**config.mk**
```make
export PLATFORM = sky130hd
export DESIGN_NAME = data_cache
export DESIGN_NICKNAME = d
export VERILOG_FILES = /design/src/rtl/data_cache.sv
export SDC_FILE = /design/constraint.sdc
export NUM_CORES = 1
export LEC_CHECK = 0
export CAP_MARGIN = 10
export CORE_MARGIN = 3
export CORE_UTILIZATION = 30
export DETAILED_ROUTE_END_ITERATION = 16
export GPL_TIMING_DRIVEN = 0
export REMOVE_ABC_BUFFERS = 1
export SLEW_MARGIN = 10
export SYNTH_ARGS = -nofsm -noshare
export SYNTH_HDL_FRONTEND = slang
export SYNTH_SLANG_ARGS = --single-unit
```
**constraint.sdc**
```tcl
create_clock -name clk -period 4.9 [get_ports clk]
set_input_delay 1.225 -clock clk [delete_from_list [all_inputs] [get_ports clk]]
set_output_delay 1.225 -clock clk [all_outputs]
set_load 0.05 [all_outputs]
```
**src/rtl/data_cache.sv**
```systemverilog
// Direct-mapped, write-through, no-write-allocate data cache (one word per line).
// Optional hit/miss counters are enabled by defining CACHE_STATS_EN.
module data_cache #(
  parameter int DATA_WIDTH = 32,
  parameter int SET_BITS   = 3
) (
  input  logic                  clk,
  input  logic                  rst,
  input  logic                  cpu_re,
  input  logic                  cpu_we,
  input  logic [31:0]           A,
  input  logic [DATA_WIDTH-1:0] WD,
  input  logic [2:0]            funct3,
  output logic [DATA_WIDTH-1:0] RD,
  output logic                  stall,
  output logic                  mem_req,
  output logic                  mem_we,
  output logic [31:0]           mem_addr,
  output logic [DATA_WIDTH-1:0] mem_wdata,
  output logic [2:0]            mem_funct3,
  input  logic [DATA_WIDTH-1:0] mem_rdata,
  input  logic                  mem_ready,
  output logic [1:0]            o_dbg_state
`ifdef CACHE_STATS_EN
  ,
  output logic [31:0]           hit_count,
  output logic [31:0]           miss_count
`endif
);

  localparam int LINES = 1 << SET_BITS;
  localparam int TAG_W = 30 - SET_BITS;

  typedef enum logic [1:0] {
    S_IDLE   = 2'd0,
    S_REFILL = 2'd1,
    S_WRITE  = 2'd2
  } state_t;

  state_t r_state;
  state_t w_next;

  logic                  r_valid [LINES];
  logic [TAG_W-1:0]      r_tag   [LINES];
  logic [DATA_WIDTH-1:0] r_data  [LINES];

  logic [SET_BITS-1:0] w_index;
  logic [TAG_W-1:0]    w_tag;
  logic                w_hit;
  logic                w_load;
  logic                w_fill;
  logic                w_merge;

  assign w_index     = A[SET_BITS+1:2];
  assign w_tag       = A[31:SET_BITS+2];
  assign w_hit       = r_valid[w_index] && (r_tag[w_index] == w_tag);
  assign w_load      = cpu_re && !cpu_we;
  assign o_dbg_state = r_state;

  function automatic logic [DATA_WIDTH-1:0] fmt_load(
    input logic [DATA_WIDTH-1:0] word,
    input logic [1:0]            lane,
    input logic [2:0]            f3
  );
    logic [7:0]  b;
    logic [15:0] h;
    case (lane)
      2'd0:    b = word[7:0];
      2'd1:    b = word[15:8];
      2'd2:    b = word[23:16];
      default: b = word[31:24];
    endcase
    h = lane[1] ? word[31:16] : word[15:0];
    case (f3)
      3'b000:  fmt_load = {{(DATA_WIDTH-8){b[7]}}, b};
      3'b001:  fmt_load = {{(DATA_WIDTH-16){h[15]}}, h};
      3'b010:  fmt_load = word;
      3'b100:  fmt_load = {{(DATA_WIDTH-8){1'b0}}, b};
      3'b101:  fmt_load = {{(DATA_WIDTH-16){1'b0}}, h};
      default: fmt_load = '0;
    endcase
  endfunction

  function automatic logic [DATA_WIDTH-1:0] merge_store(
    input logic [DATA_WIDTH-1:0] old,
    input logic [DATA_WIDTH-1:0] wd,
    input logic [1:0]            lane,
    input logic [2:0]            f3
  );
    merge_store = old;
    case (f3)
      3'b000: begin
        case (lane)
          2'd0:    merge_store[7:0]   = wd[7:0];
          2'd1:    merge_store[15:8]  = wd[7:0];
          2'd2:    merge_store[23:16] = wd[7:0];
          default: merge_store[31:24] = wd[7:0];
        endcase
      end
      3'b001: begin
        if (lane[1]) merge_store[31:16] = wd[15:0];
        else         merge_store[15:0]  = wd[15:0];
      end
      3'b010:  merge_store = wd;
      default: merge_store = old;
    endcase
  endfunction

  always_ff @(posedge clk or posedge rst) begin
    if (rst) r_state <= S_IDLE;
    else     r_state <= w_next;
  end

  // Memory handshake: mem_req rises with address/data/funct3 already valid and
  // holds them unchanged until the single-cycle mem_ready pulse; the cycle that
  // carries mem_ready completes the access and releases the pipeline.
  always_comb begin
    w_next     = r_state;
    stall      = 1'b0;
    mem_req    = 1'b0;
    mem_we     = 1'b0;
    mem_addr   = '0;
    mem_wdata  = '0;
    mem_funct3 = '0;
    RD         = '0;
    w_fill     = 1'b0;
    w_merge    = 1'b0;
    if (!rst) begin
      case (r_state)
        S_IDLE: begin
          if (cpu_we) begin
            stall  = 1'b1;
            w_next = S_WRITE;
          end else if (cpu_re) begin
            if (w_hit) begin
              RD = fmt_load(r_data[w_index], A[1:0], funct3);
            end else begin
              stall  = 1'b1;
              w_next = S_REFILL;
            end
          end
        end
        S_REFILL: begin
          mem_req    = 1'b1;
          mem_addr   = {A[31:2], 2'b00};
          mem_funct3 = 3'b010;
          stall      = !mem_ready;
          if (mem_ready) begin
            RD     = fmt_load(mem_rdata, A[1:0], funct3);
            w_fill = 1'b1;
            w_next = S_IDLE;
          end
        end
        S_WRITE: begin
          mem_req    = 1'b1;
          mem_we     = 1'b1;
          mem_addr   = A;
          mem_wdata  = WD;
          mem_funct3 = funct3;
          stall      = !mem_ready;
          if (mem_ready) begin
            w_merge = w_hit;
            w_next  = S_IDLE;
          end
        end
        default: w_next = S_IDLE;
      endcase
    end
  end

  always_ff @(posedge clk or posedge rst) begin
    if (rst) begin
      for (int i = 0; i < LINES; i++) r_valid[i] <= 1'b0;
    end else if (w_fill) begin
      r_valid[w_index] <= 1'b1;
    end
  end

  // Tag/data need no reset: a line is never read while its valid bit is clear.
  always_ff @(posedge clk) begin
    if (w_fill) begin
      r_tag[w_index]  <= w_tag;
      r_data[w_index] <= mem_rdata;
    end else if (w_merge) begin
      r_data[w_index] <= merge_store(r_data[w_index], WD, A[1:0], funct3);
    end
  end

`ifdef CACHE_STATS_EN
  always_ff @(posedge clk or posedge rst) begin
    if (rst) begin
      hit_count  <= '0;
      miss_count <= '0;
    end else if (r_state == S_IDLE && w_load) begin
      if (w_hit) hit_count  <= hit_count + 32'd1;
      else       miss_count <= miss_count + 32'd1;
    end
  end
`endif

endmodule

```
==> flow_summary.json <==
{
  "yosys-top-cells-area": "edfxtp_1 (65%), mux2i_1 (4.3%), mux4_2 (3.7%)",
  "power.internal_mw": 7.52,
  "synth_enable_flop_cells": 472,
  "seq_power_share_pct": 44.7,
  "drt-initial-drc-count": 2031,
  "drc": 0,
  "p_comb_share_pct": 19.2,
  "rows": 98,
  "endpoint_kind": "output port",
  "yosys.cell_types.count": 66,
  "syn_avg_cell_area_sq_um": 14.6,
  "netSwitchingPower_mw": 2.88,
  "setup_violations": 48,
  "crit_chain": "buf_16, buf_16, buf_12, buf_12, buf_4, nor2b_4, a22oi_2, nor2_1, or4_4, a2111oi_4, nand4_1, buf_6, or2_4, o22ai_4, buf_6",
  "cts-hold-fix-buffers": 0,
  "grt_setup_unrepaired": "true",
  "crit_path_start_kind": "input pin",
  "async_flop_share_pct": 2.07,
  "hold_path_class": "reg2reg",
  "outcome": "complete, but fails checks",
  "irDropWorstVdd_uv": 250,
  "chipWidth_um": 276,
  "cts_root_buffer": "clkbuf_16",
  "hpwl_um": 46300,
  "netlist_area_sq_mm": 0.0219,
  "drt_wl_total_um": 76000,
  "period_needed_ps": 5560,
  "skew_ps": 23.5,
  "cp.buffers_inverters": 7,
  "area_growth_pct": 30.6,
  "slew_headroom_pct": 21.1,
  "antenna_found_initial": 2,
  "max_stage_delay_ps": 530,
  "p_leak_nw": 9.61,
  "finalWorstSetupSlack_ps": -661,
  "min_period_over_period_pct": 113,
  "synth-seq-cells": 482,
  "synth_ff_type": "edfxtp_1",
  "grt_pass1_vias": 15500,
  "place.gp.congestion": 0.853,
  "clkLatencyLatePin_ps": 580,
  "drv_slew": 0,
  "syn_inst": 1497,
  "h-tree-depth": 2,
  "ys_warn_count": 0,
  "vias_per_cell": 5.66,
  "ys_seq_area_share_pct": 65.8,
  "swShare_pct": 27.7,
  "path_max_fanout": 8,
  "clkTransAtPathRegs_ps": 60,
  "setup_tns_ps": -22320,
  "violations": "setup timing",
  "clock-sinks": 482,
  "dr.pass1.iters": 5,
  "finalInstanceArea_sq_mm": 0.0286,
  "yosys-top-cells-count": "edfxtp_1 (472), mux2i_1 (94), nor2_1 (82)",
  "nNetsFinal": 1864,
  "p_per_area_mw_per_mm2": 363,
  "start_util_pct": 30.4,
  "worstPathArrival_ps": 4340,
  "path_class": "in2out",
  "pwr-share-clk_pct": 36.1,
  "critical_path.top_delay_family": "simple AND/OR/NAND/NOR gates",
  "tightest_slew_ps": 1180,
  "max_freq_mhz": 180,
  "cap_violations": 0,
  "fillerInstances": 6518,
  "drtAntennaViolNets": 0,
  "dieArea_sq_mm": 0.0763,
  "grt_max_degree": 67,
  "hold_violations": 0,
  "fp.dieH_um": 276,
  "grt_pass1_wl_um": 108000,
  "route.vias.total": 15500,
  "yosysMostFrequentCell": "edfxtp_1",
  "placed_cell_area_sq_mm": 0.0256,
  "synth_top_area_share_pct": 64.7,
  "cts_made_buffers": 50,
  "wl_per_cell_um": 27.7,
  "ios": 208,
  "core-area_sq_mm": 0.0720,
  "gr-usage-all-layers_pct": 18.8,
  "crit_required_ps": 3670,
  "portBuffers": 207,
  "layout-drive-gt1-share_pct": 23.4,
  "yosysTopAreaCell": "edfxtp_1",
  "cts_tree": "yes",
  "crit_slowest_cell": "or4_4",
  "grt-ovfl-total": 0,
  "clock_path_buffers": 3
}
==> logic make-up (layout without fill, tap and decap cells) <==
logic type,count (synthesis),in the layout,share of synthesized area [%]
fa+ha+maj,4,4,0.228
simple gates,294,300,6.93
compound gates,371,373,11.8
mux,211,211,12.2
buf+inv,123,415,2.60
xor+xnor,12,12,0.480
flops,482,482,65.8
other cells,0,1,0
==> power groups by stage <==
stage	combinational, mW	sequential (mW)	clock [mW]
after floorplan	0.953	4.75	0
after CTS	1.88	4.65	3.80
after global placement	1.72	4.74	0
final	2.00	4.65	3.76
after detailed placement	1.74	4.73	0
after global routing	2.09	4.65	3.97
==> placed cells by master, fill, tap and decap left out, types with 20 or more instances in the layout <==
master | Yosys | layout
a21oi_1 | 70 | 69
a221oi_1 | 54 | 53
nand2_1 | 41 | 39
and2_1 | 71 | 69
a22oi_1 | 53 | 51
buf_4 | 7 | 49
clkbuf_16 | 0 | 53
mux2i_1 | 94 | 93
mux2_2 | 56 | 55
clkdlybuf4s50_1 | 0 | 161
edfxtp_1 | 472 | 472
o21ai_0 | 59 | 59
a222oi_1 | 24 | 24
mux4_2 | 36 | 36
nor2_1 | 82 | 68
mux2_1 | 24 | 22
o22ai_2 | 0 | 20
buf_6 | 8 | 43
==> final timing paths <==
| check | start | end | slack [ps] | depth (start not counted) |
|---|---|---|---|---|
| worst max-delay path | A[2] | RD[18] | -660 | 15 |
| worst min-delay path | r_valid[2] | r_valid[2] | 470 | 1 |
| worst max register to register | r_tag[4][25] | r_data[2][23] | 830 | 11 |
| worst min register to register | r_valid[2] | r_valid[2] | 470 | 1 |
| max in group asynchronous | rst | r_valid[6] | 3430 | 2 |
| min in group asynchronous | rst | o_dbg_state[1] | 1100 | 2 |
==> routing by layer <==
metal / up-vias / wire length (um) / track usage, % / part of all wire [%]
met1: 7812 / 30700 / 25.5 / 40
li1: 6566 / - / - / -
met4: 2 / 2600 / 6.46 / 3.4
met2: 964 / 35400 / 30.4 / 47
met3: 196 / 7240 / 3.46 / 9.5
met5: - / 11 / 0 / 0.014
==> metrics by stage <==
stage | power (mW) | std cells | util [%] | hold slack (ps) | worst slack (ps)
floorplan | 5.70 | 1390 | - | 427 | -1330
global placement | 6.46 | 2547 | 34.3 | 445 | -15690
detailed placement | 6.47 | 2602 | 35.6 | 455 | -3030
CTS | 10.3 | 2738 | 39.5 | 469 | -518
global route | 10.7 | 2747 | 39.8 | 488 | -696
finish | 10.4 | 2748 | 39.8 | 468 | -661
==> what timing repair did <==
action                                  in CTS  in global routing
endpoints found under the setup margin     578                252
cloned                                      19                  2
buffers inserted                            24                  7
pin swaps                                   17                 12
resized for setup                          344                 24
==> state kept, by name, summed over array words and instances (netlist names) <==
register and count:
r_tag 216, r_data 256, o_dbg_state 2, r_valid 8
==> final cells by class <==
class / count / area (sq um) / area share (%)
clock buffer: 64 / 1370 / 4.78
tap: 950 / 1190 / 4.15
inverter: 16 / 67.6 / 0.236
sequential: 482 / 14400 / 50.4
multi-input combinational: 900 / 7680 / 26.8
clock inverter: 29 / 244 / 0.852
antenna: 1 / 2.50 / 0.00874
timing repair buffer: 306 / 3650 / 12.8
No activity file was read; power rests on OpenSTA's default activity.
